===== src/rtl/operand_forward_ctrl.sv =====
// Forwarding and load-use hazard control for the 32x16 register bank operand muxes.
// Keeps a 3-deep shadow of EX/DM/WB destinations and registers the EX-stage operand selects.
module operand_forward_ctrl #(
   parameter bit          ZERO_REG_HW = 1'b1,
   parameter int unsigned CNT_W       = 16
) (
   input  logic             clk,
   input  logic             rst,
   input  logic             id_valid,
   input  logic [4:0]       id_ra,
   input  logic [4:0]       id_rb,
   input  logic             id_use_a,
   input  logic             id_use_b,
   input  logic             id_imm,
   input  logic [4:0]       id_rw,
   input  logic             id_we,
   input  logic             id_load,
   input  logic             flush,
   output logic [1:0]       mux_sel_A,
   output logic [1:0]       mux_sel_B,
   output logic             imm_sel,
   output logic [4:0]       rw_dm,
   output logic             rf_we,
   output logic             stall,
   output logic [CNT_W-1:0] stall_count
);

   typedef struct packed {
      logic       valid;
      logic [4:0] rw;
      logic       we;
      logic       load;
   } stage_t;

   localparam logic [1:0] SelBank = 2'b00;
   localparam logic [1:0] SelEx   = 2'b01;
   localparam logic [1:0] SelDm   = 2'b10;
   localparam logic [1:0] SelWb   = 2'b11;

   stage_t           ex_q, dm_q, wb_q;
   stage_t           ex_d;
   logic [1:0]       sel_a_q, sel_a_d;
   logic [1:0]       sel_b_q, sel_b_d;
   logic             imm_q, imm_d;
   logic [CNT_W-1:0] cnt_q, cnt_d;
   logic             issue;
   logic             use_b_reg;
   logic             hazard_a, hazard_b;

   function automatic logic match(input stage_t s, input logic [4:0] r);
      return s.valid & s.we & (s.rw == r) & ~(ZERO_REG_HW & (r == 5'd0));
   endfunction

   // Nearest producer wins: EX before DM before WB.
   function automatic logic [1:0] fwd_sel(input logic       use_src,
                                          input logic [4:0] r,
                                          input stage_t     ex,
                                          input stage_t     dm,
                                          input stage_t     wb);
      logic [1:0] sel;
      sel = SelBank;
      if (use_src) begin
         if (match(ex, r)) begin
            sel = SelEx;
         end else if (match(dm, r)) begin
            sel = SelDm;
         end else if (match(wb, r)) begin
            sel = SelWb;
         end
      end
      return sel;
   endfunction

   // Operand B is the immediate, so the register source cannot create a hazard.
   assign use_b_reg = id_use_b & ~id_imm;

   always_comb begin
      hazard_a = id_use_a & match(ex_q, id_ra);
      hazard_b = use_b_reg & match(ex_q, id_rb);
      stall    = id_valid & ~flush & ex_q.load & (hazard_a | hazard_b);
   end

   assign issue = id_valid & ~stall & ~flush;

   always_comb begin
      ex_d    = '0;
      sel_a_d = SelBank;
      sel_b_d = SelBank;
      imm_d   = 1'b0;
      if (issue) begin
         ex_d.valid = 1'b1;
         ex_d.rw    = id_rw;
         ex_d.we    = id_we;
         ex_d.load  = id_load;
         sel_a_d    = fwd_sel(id_use_a, id_ra, ex_q, dm_q, wb_q);
         sel_b_d    = fwd_sel(use_b_reg, id_rb, ex_q, dm_q, wb_q);
         imm_d      = id_imm;
      end
   end

   always_comb begin
      cnt_d = cnt_q;
      if (stall && (cnt_q != {CNT_W{1'b1}})) begin
         cnt_d = cnt_q + CNT_W'(1);
      end
   end

   always_ff @(posedge clk) begin
      if (rst) begin
         ex_q    <= '0;
         dm_q    <= '0;
         wb_q    <= '0;
         sel_a_q <= SelBank;
         sel_b_q <= SelBank;
         imm_q   <= 1'b0;
         cnt_q   <= '0;
      end else begin
         ex_q    <= ex_d;
         dm_q    <= ex_q;
         wb_q    <= dm_q;
         sel_a_q <= sel_a_d;
         sel_b_q <= sel_b_d;
         imm_q   <= imm_d;
         cnt_q   <= cnt_d;
      end
   end

   assign mux_sel_A   = sel_a_q;
   assign mux_sel_B   = sel_b_q;
   assign imm_sel     = imm_q;
   assign rw_dm       = dm_q.rw;
   assign rf_we       = dm_q.valid & dm_q.we;
   assign stall_count = cnt_q;

endmodule


===== config.mk =====
export PLATFORM = sky130hd
export DESIGN_NAME = operand_forward_ctrl
export DESIGN_NICKNAME = d
export VERILOG_FILES = /design/src/rtl/operand_forward_ctrl.sv
export SDC_FILE = /design/constraint.sdc
export NUM_CORES = 1
export LEC_CHECK = 0
export CAP_MARGIN = 20
export CORE_MARGIN = 1
export CORE_UTILIZATION = 49
export DETAILED_ROUTE_END_ITERATION = 6
export PLACE_DENSITY_LB_ADDON = 0.12
export SYNTH_ARGS = -nofsm -noshare
export SYNTH_HDL_FRONTEND = slang
export SYNTH_SLANG_ARGS = --single-unit

===== constraint.sdc =====
create_clock -name clk -period 3.3 [get_ports clk]
set_input_delay 0.825 -clock clk [delete_from_list [all_inputs] [get_ports clk]]
set_output_delay 0.825 -clock clk [all_outputs]
set_load 0.01 [all_outputs]

==> flow_metrics.py, run 1 <==
metrics = {
    "detailed_routing": {
        "ant_nets": 0,
        "wire_per_inst_um": 13.8,
        "vias_per_cell": 5.13,
        "drtPass1Iterations": 4,
        "wl_um": 4830,
        "vias": 1801,
        "drtIter0Drc": 104,
        "post-route-drc-count": 0,
    },
    "setup_path": {
        "start_kind": "input pin",
        "crit_type": "input pin to primary output",
        "crit_arrival_ns": 2.38,
        "path_buf_inv": 3,
        "cp_cell_sequence": "clkdlybuf4s50_1 > xor2_1 > nor4_1 > buf_4 > and4b_1 > or2_4 > and2_1 > buf_2",
        "critPathMaxFanout": 2,
        "r2r.worst_path.cells": 10,
        "critPathTopFamily": "buffers and inverters",
        "cpPeakStageDelay_ns": 0.50,
        "required_ns": 2.47,
        "cp-end-kind": "primary output",
        "critPathSlowestCell": "clkdlybuf4s50_1",
        "crit_cells": 8,
    },
    "layout": {
        "syn_to_final_growth_pct": 40.3,
        "most-common-layout-cells": "dfxtp_1, clkdlybuf4s50_1, buf_4, xor2_1, nor2b_1",
        "multiInputGateArea_um2": 1130,
        "fin_area_um2": 2900,
        "drive_gt1_share_pct": 17.9,
        "final_nets": 325,
        "finalNonFillerCells": 351,
        "diodes": 0,
        "fin_util_pct": 72.1,
        "num-fill-cells": 323,
        "layout_commonest_cell": "dfxtp_1",
        "regArea_um2": 861,
    },
    "pwr": {
        "switchingPower_mw": 0.216,
        "power_density_nw_per_um2": 325,
        "power_mw": 0.943,
        "ir_worst_vdd_v": 0.000223,
        "pwr-share-clk_pct": 33.5,
        "leakagePower_nw": 1.15,
        "internal_power_mw": 0.727,
        "pwr-share-seq_pct": 56.2,
        "pwr-share-comb_pct": 10.3,
        "netSwitchingFraction_pct": 22.9,
    },
    "grt": {
        "gr-total-overflow": 0,
        "grt_pass1_vias": 1816,
        "grt_max_degree": 31,
        "grt_pass1_wl_um": 7970,
        "antenna_found_initial": 0,
        "grtUsageTotal_pct": 23.7,
    },
    "synthesis": {
        "syn_area_um2": 2070,
        "synthFlopType": "dfxtp_1",
        "avgSynthCellArea_um2": 9.32,
        "synth_cell_types": 39,
        "synthCells": 222,
        "syn-num-nets": 247,
        "yosysTopAreaCell": "dfxtp_1",
        "yosys-top-cells-area": "dfxtp_1, xor2_1, xnor2_1",
        "ys_warn_count": 0,
        "synth_top_area_share_pct": 41.6,
        "synth-seq-cells": 43,
        "synth-edff-count": 0,
        "ys_seq_area_share_pct": 41.6,
        "synthArstFlopShare_pct": 0,
    },
    "clock_tree": {
        "clk_pin_slew_ns": 0.08,
        "cts_hold_buf": 0,
        "clockBufferDepth": 2,
        "worstSkewPairLatency_ns": 0.29,
        "clock_sinks": 43,
        "cts_made_buffers": 5,
        "root_buffer": "clkbuf_8",
        "htreeDepth": 2,
        "cts_tree": "done",
    },
    "timing": {
        "fin_skew_ns": 0.00397,
        "setup_viol": 0,
        "drv_slew": 0,
        "finalHoldViolations": 0,
        "timing.fmax_mhz": 312,
        "period_needed_ns": 3.21,
        "worst_slack_ns": 0.0903,
        "rsz0062_at_grt": "no",
        "slew_headroom_pct": 71.1,
        "period_share_pct": 97.3,
        "worst_pin_slew_ns": 0.430,
    },
    "floorplanning": {
        "initial_core_util_pct": 51.4,
        "die_h_um": 67.0,
        "io_pins": 52,
        "die_area_um2": 4490,
        "rows": 23,
        "die_w_um": 67.0,
        "core_um2": 4030,
    },
    "run_status": {
        "status": "completed",
    },
    "job": {
        "drv_cap": 0,
    },
    "place": {
        "dpl_cell_area_um2": 2780,
        "io_buffers": 51,
        "pre_cts_ws_ns": -0.435,
        "dp_hpwl_um": 3670,
        "dp.cells": 339,
        "gp_congestion": 0.890,
    },
    "hold_path": {
        "hp-class": "register to register",
        "whs_path_depth": 1,
    },
}
[cells in the mapped netlist (2+ instances only)]
master and count:
a21oi_1 11, and2_1 5, and2_2 5, and3_1 4
and4b_1 2, buf_2 2, buf_4 5, clkbuf_1 3
dfxtp_1 43, inv_1 5, nand2_1 12, nand2b_1 3
nand3_1 7, nand4_1 7, nor2_1 9, nor2b_1 14
nor3_1 4, nor3b_1 2, nor4_1 5, o2111ai_1 3
o21ai_0 10, or3_1 12, xnor2_1 12, xor2_1 22
[per-stage QoR]
step           hold WS, ns  setup TNS [ns]
5_1_grt              0.483               0
4_1_cts              0.465               0
2_1_floorplan        0.429               0
3_5_place_dp         0.450          -0.435
3_3_place_gp         0.436          -0.399
6_report             0.464               0
[worst paths after layout]
| kind | endpoint | startpoint | slack (ns) |
|---|---|---|---|
| worst max-delay path | stall | id_rb[2] | 0.09 |
| worst min-delay path | wb_q[1] | dm_q[1] | 0.46 |
| worst max register to register | stall_count[3] | ex_q[2] | 0.93 |
| worst min register to register | wb_q[1] | dm_q[1] | 0.46 |
[power by group through the flow]
stage	clock, mW	sequential, mW	combinational, mW
floorplan	0	0.540	0.0377
global route	0.352	0.530	0.105
finish	0.316	0.530	0.0974
detailed placement	0	0.542	0.0961
CTS	0.325	0.529	0.0969
global placement	0	0.542	0.0951
[routing by layer]
metal	wire, um	global-route usage (%)	vias up	part of all wire [%]
met5	0	0	-	0
met4	113	9.57	0	2.3
met3	227	4.79	13	4.7
met2	2370	40.8	42	49
met1	2120	28.5	824	44
li1	-	-	922	-
[cell families after synthesis]
family	after synthesis	share of synthesized area, %
and+or+nand+nor	98	29.1
DFF	43	41.6
adders and majority gates	1	0.604
AOI/OAI and AO/OA	29	9.55
buffers and inverters	16	4.29
xor gates and xnor gates	34	14.4
muxes	1	0.484
[timing repair]
action,CTS,global route
pin swaps,2,2
buffers inserted,2,2
endpoints found under the setup margin,1,1
resized for setup,8,6
[cell type report]
cell class,count,share of cell area [%]
flip-flops and latches,43,29.6
well taps,50,2.15
inverters,5,0.646
clock inverters,3,0.517
clock buffers,5,2.37
multi-input cells,163,38.8
repair buffers,82,25.9
[registers in the layout, indices dropped and copies added, names as in the netlist]
| signal | flops |
|---|---|
| mux_sel_A | 2 |
| mux_sel_B | 2 |
| stall_count | 16 |
| rw_dm | 5 |
| dm_q | 2 |
| imm_sel | 1 |
| wb_q | 7 |
| ex_q | 8 |
Note: power is estimated with default switching activity, not from simulation.
==> run 2: changes to the inputs <==
Settings changed: CORE_ASPECT_RATIO set to 0.7, SKIP_LAST_GASP set to 1.
==> run 2 against run 1 <==
  * Global-route usage is 1.4 points lower
  * First-iteration DRC count shrank 2.9%
  * Sequential power barely moved
  * Via count decreased by 0.17%
  * Clock-buffer cell count grew 1
  * Maximum frequency about the same
  * Setup slack worse by 0.00095 ns
  * Non-clock buffer count fell by 3
  * Critical path type unchanged
  * Largest power group unchanged
==> flow_metrics.py, run 2 (same netlist as run 1, synthesis figures left out) <==
metrics = {
    "timing": {
        "period_share_pct": 97.3,
        "setup_viol": 0,
        "worst_pin_slew_ns": 0.412,
        "finalHoldViolations": 0,
        "slew_headroom_pct": 72.3,
        "timing.fmax_mhz": 311,
        "period_needed_ns": 3.21,
        "fin_skew_ns": 0.0127,
        "drv_slew": 0,
    },
    "setup_path": {
        "critPathMaxFanout": 4,
        "critPathSlowestCell": "clkdlybuf4s50_1",
        "cp_cell_sequence": "clkdlybuf4s50_1 > xnor2_1 > and3_1 > and4b_1 > or2_4 > and2_1 > buf_2",
        "cp-end-kind": "primary output",
        "cpPeakStageDelay_ns": 0.48,
        "reg2reg_to": "stall_count[5]",
        "critPathTopFamily": "simple AND/OR/NAND/NOR gates",
        "required_ns": 2.47,
        "path_buf_inv": 2,
        "start_kind": "input pin",
        "crit_type": "input pin to primary output",
        "rr_startpoint": "ex_q[2]",
        "r2r.worst_path.cells": 10,
        "rrSetupSlack_ns": 1.00,
        "crit_arrival_ns": 2.39,
    },
    "clock_tree": {
        "cts_made_buffers": 5,
        "worstSkewPairLatency_ns": 0.29,
        "clk_pin_slew_ns": 0.08,
        "cts_hold_buf": 0,
        "root_buffer": "clkbuf_8",
        "clockBufferDepth": 2,
        "htreeDepth": 2,
        "clock_sinks": 43,
        "cts_tree": "done",
    },
    "detailed_routing": {
        "ant_nets": 0,
        "vias": 1798,
        "wire_per_inst_um": 13.3,
        "drtIter0Drc": 101,
        "vias_per_cell": 5.14,
        "wl_um": 4650,
        "drtPass1Iterations": 4,
        "post-route-drc-count": 0,
    },
    "grt": {
        "grt_pass1_wl_um": 7600,
        "grt_pass1_vias": 1566,
        "gr-total-overflow": 0,
        "grt_max_degree": 31,
        "grtUsageTotal_pct": 22.3,
        "antenna_found_initial": 0,
    },
    "floorplanning": {
        "die_h_um": 56.4,
        "die_area_um2": 4490,
        "io_pins": 52,
        "initial_core_util_pct": 51.8,
        "die_w_um": 79.7,
        "core_um2": 3990,
        "rows": 19,
    },
    "pwr": {
        "pwr-share-comb_pct": 10.3,
        "pwr-share-clk_pct": 33.7,
        "netSwitchingFraction_pct": 23.0,
        "power_density_nw_per_um2": 329,
        "internal_power_mw": 0.728,
        "power_mw": 0.946,
        "switchingPower_mw": 0.217,
        "leakagePower_nw": 1.10,
        "pwr-share-seq_pct": 56.0,
        "ir_worst_vdd_v": 0.000411,
    },
    "hold_path": {
        "min_from": "dm_q[1]",
        "hold_path_end": "wb_q[1]",
        "hp-class": "register to register",
        "whs_path_depth": 1,
    },
    "place": {
        "io_buffers": 51,
        "dp_hpwl_um": 3520,
        "dpl_cell_area_um2": 2760,
        "gp_congestion": 0.942,
    },
    "job": {
        "drv_cap": 0,
    },
    "layout": {
        "drive_gt1_share_pct": 16.8,
        "final_nets": 322,
        "most-common-layout-cells": "dfxtp_1, clkdlybuf4s50_1, buf_4, xor2_1, nor2b_1",
        "largest_reg_flops": 16,
        "syn_to_final_growth_pct": 38.7,
        "diodes": 0,
        "fin_area_um2": 2870,
    },
    "run_status": {
        "status": "completed",
    },
}
run 2: changes by cell type in the layout (fill, tap and decap cells not counted), moves of 2 or more:
cell,change
dlymetal6s2s_1,-3
buf_4,-2
clkinv_2,-2
dlygate4sd2_1,+2
run 2: through the flow:
step	util [%]	hold WS (ns)	cells	setup slack [ns]	TNS, ns
floorplan	-	0.429	222	0.484	0
global placement	69.2	0.437	339	-0.419	-0.419
detailed placement	69.2	0.454	339	-0.433	-0.433
CTS	71.4	0.471	349	0.0279	0
global route	71.9	0.480	350	-0.00248	-0.00248
finish	71.9	0.468	350	0.0893	0
run 2: power by group through the flow:
stage / clock network, mW / logic [mW] / registers, mW
4_1_cts: 0.326 / 0.0961 / 0.529
3_5_place_dp: 0 / 0.0965 / 0.542
5_1_grt: 0.354 / 0.104 / 0.530
2_1_floorplan: 0 / 0.0377 / 0.540
3_3_place_gp: 0 / 0.0951 / 0.542
6_report: 0.319 / 0.0970 / 0.530
run 2: how the worst max path moves through the flow:
stage | startpoint | endpoint | slack (ns) | cells after the start
final | id_rb[1] | stall | 0.09 | 7
after global routing | id_rb[4] | stall | -0.002 | 8
after CTS | id_ra[0] | stall | 0.03 | 7
after detailed placement | id_ra[2] | stall | -0.43 | 7
after global placement | id_ra[2] | stall | -0.42 | 7
after floorplan | id_ra[1] | stall | 0.48 | 5
run 2: worst register-to-register path: cells and delay by family, from the launching register on:
| kind | cells | cell delay (ns) |
|---|---|---|
| compound gates | 2 | 0.29 |
| buf+inv | 4 | 0.60 |
| xor+xnor | 1 | 0.18 |
| simple gates | 3 | 0.82 |
| flops | 1 | 0.35 |
run 2: routing by layer:
layer | global-route usage, % | vias up | routed length, um
met1 | 33.6 | 804 | 2370
met4 | 3.90 | 0 | 20
met2 | 31.7 | 68 | 1910
met3 | 6.18 | 5 | 358
li1 | - | 921 | -
met5 | 0 | - | 0
run 2: layout make-up:
| class | count | area [um^2] |
|---|---|---|
| multi-input cells | 163 | 1130 |
| fillers | 321 | 1120 |
| flip-flops and latches | 43 | 861 |
| repair buffers | 79 | 714 |
| clock buffers | 6 | 72.6 |
| well taps | 52 | 65.1 |
| inverters | 5 | 18.8 |
| clock inverters | 2 | 12.5 |
run 2: timing repair:
item                       CTS  global route
resized for setup            9             3
buffers inserted             2             1
pin swaps                    5             2
setup endpoints to repair    1             1
==> run 3: changes to the inputs <==
Settings changed: TNS_END_PERCENT set to 10.
==> results of run 3 <==
The final DEF is identical to that of run 2; final timing and power are the same.
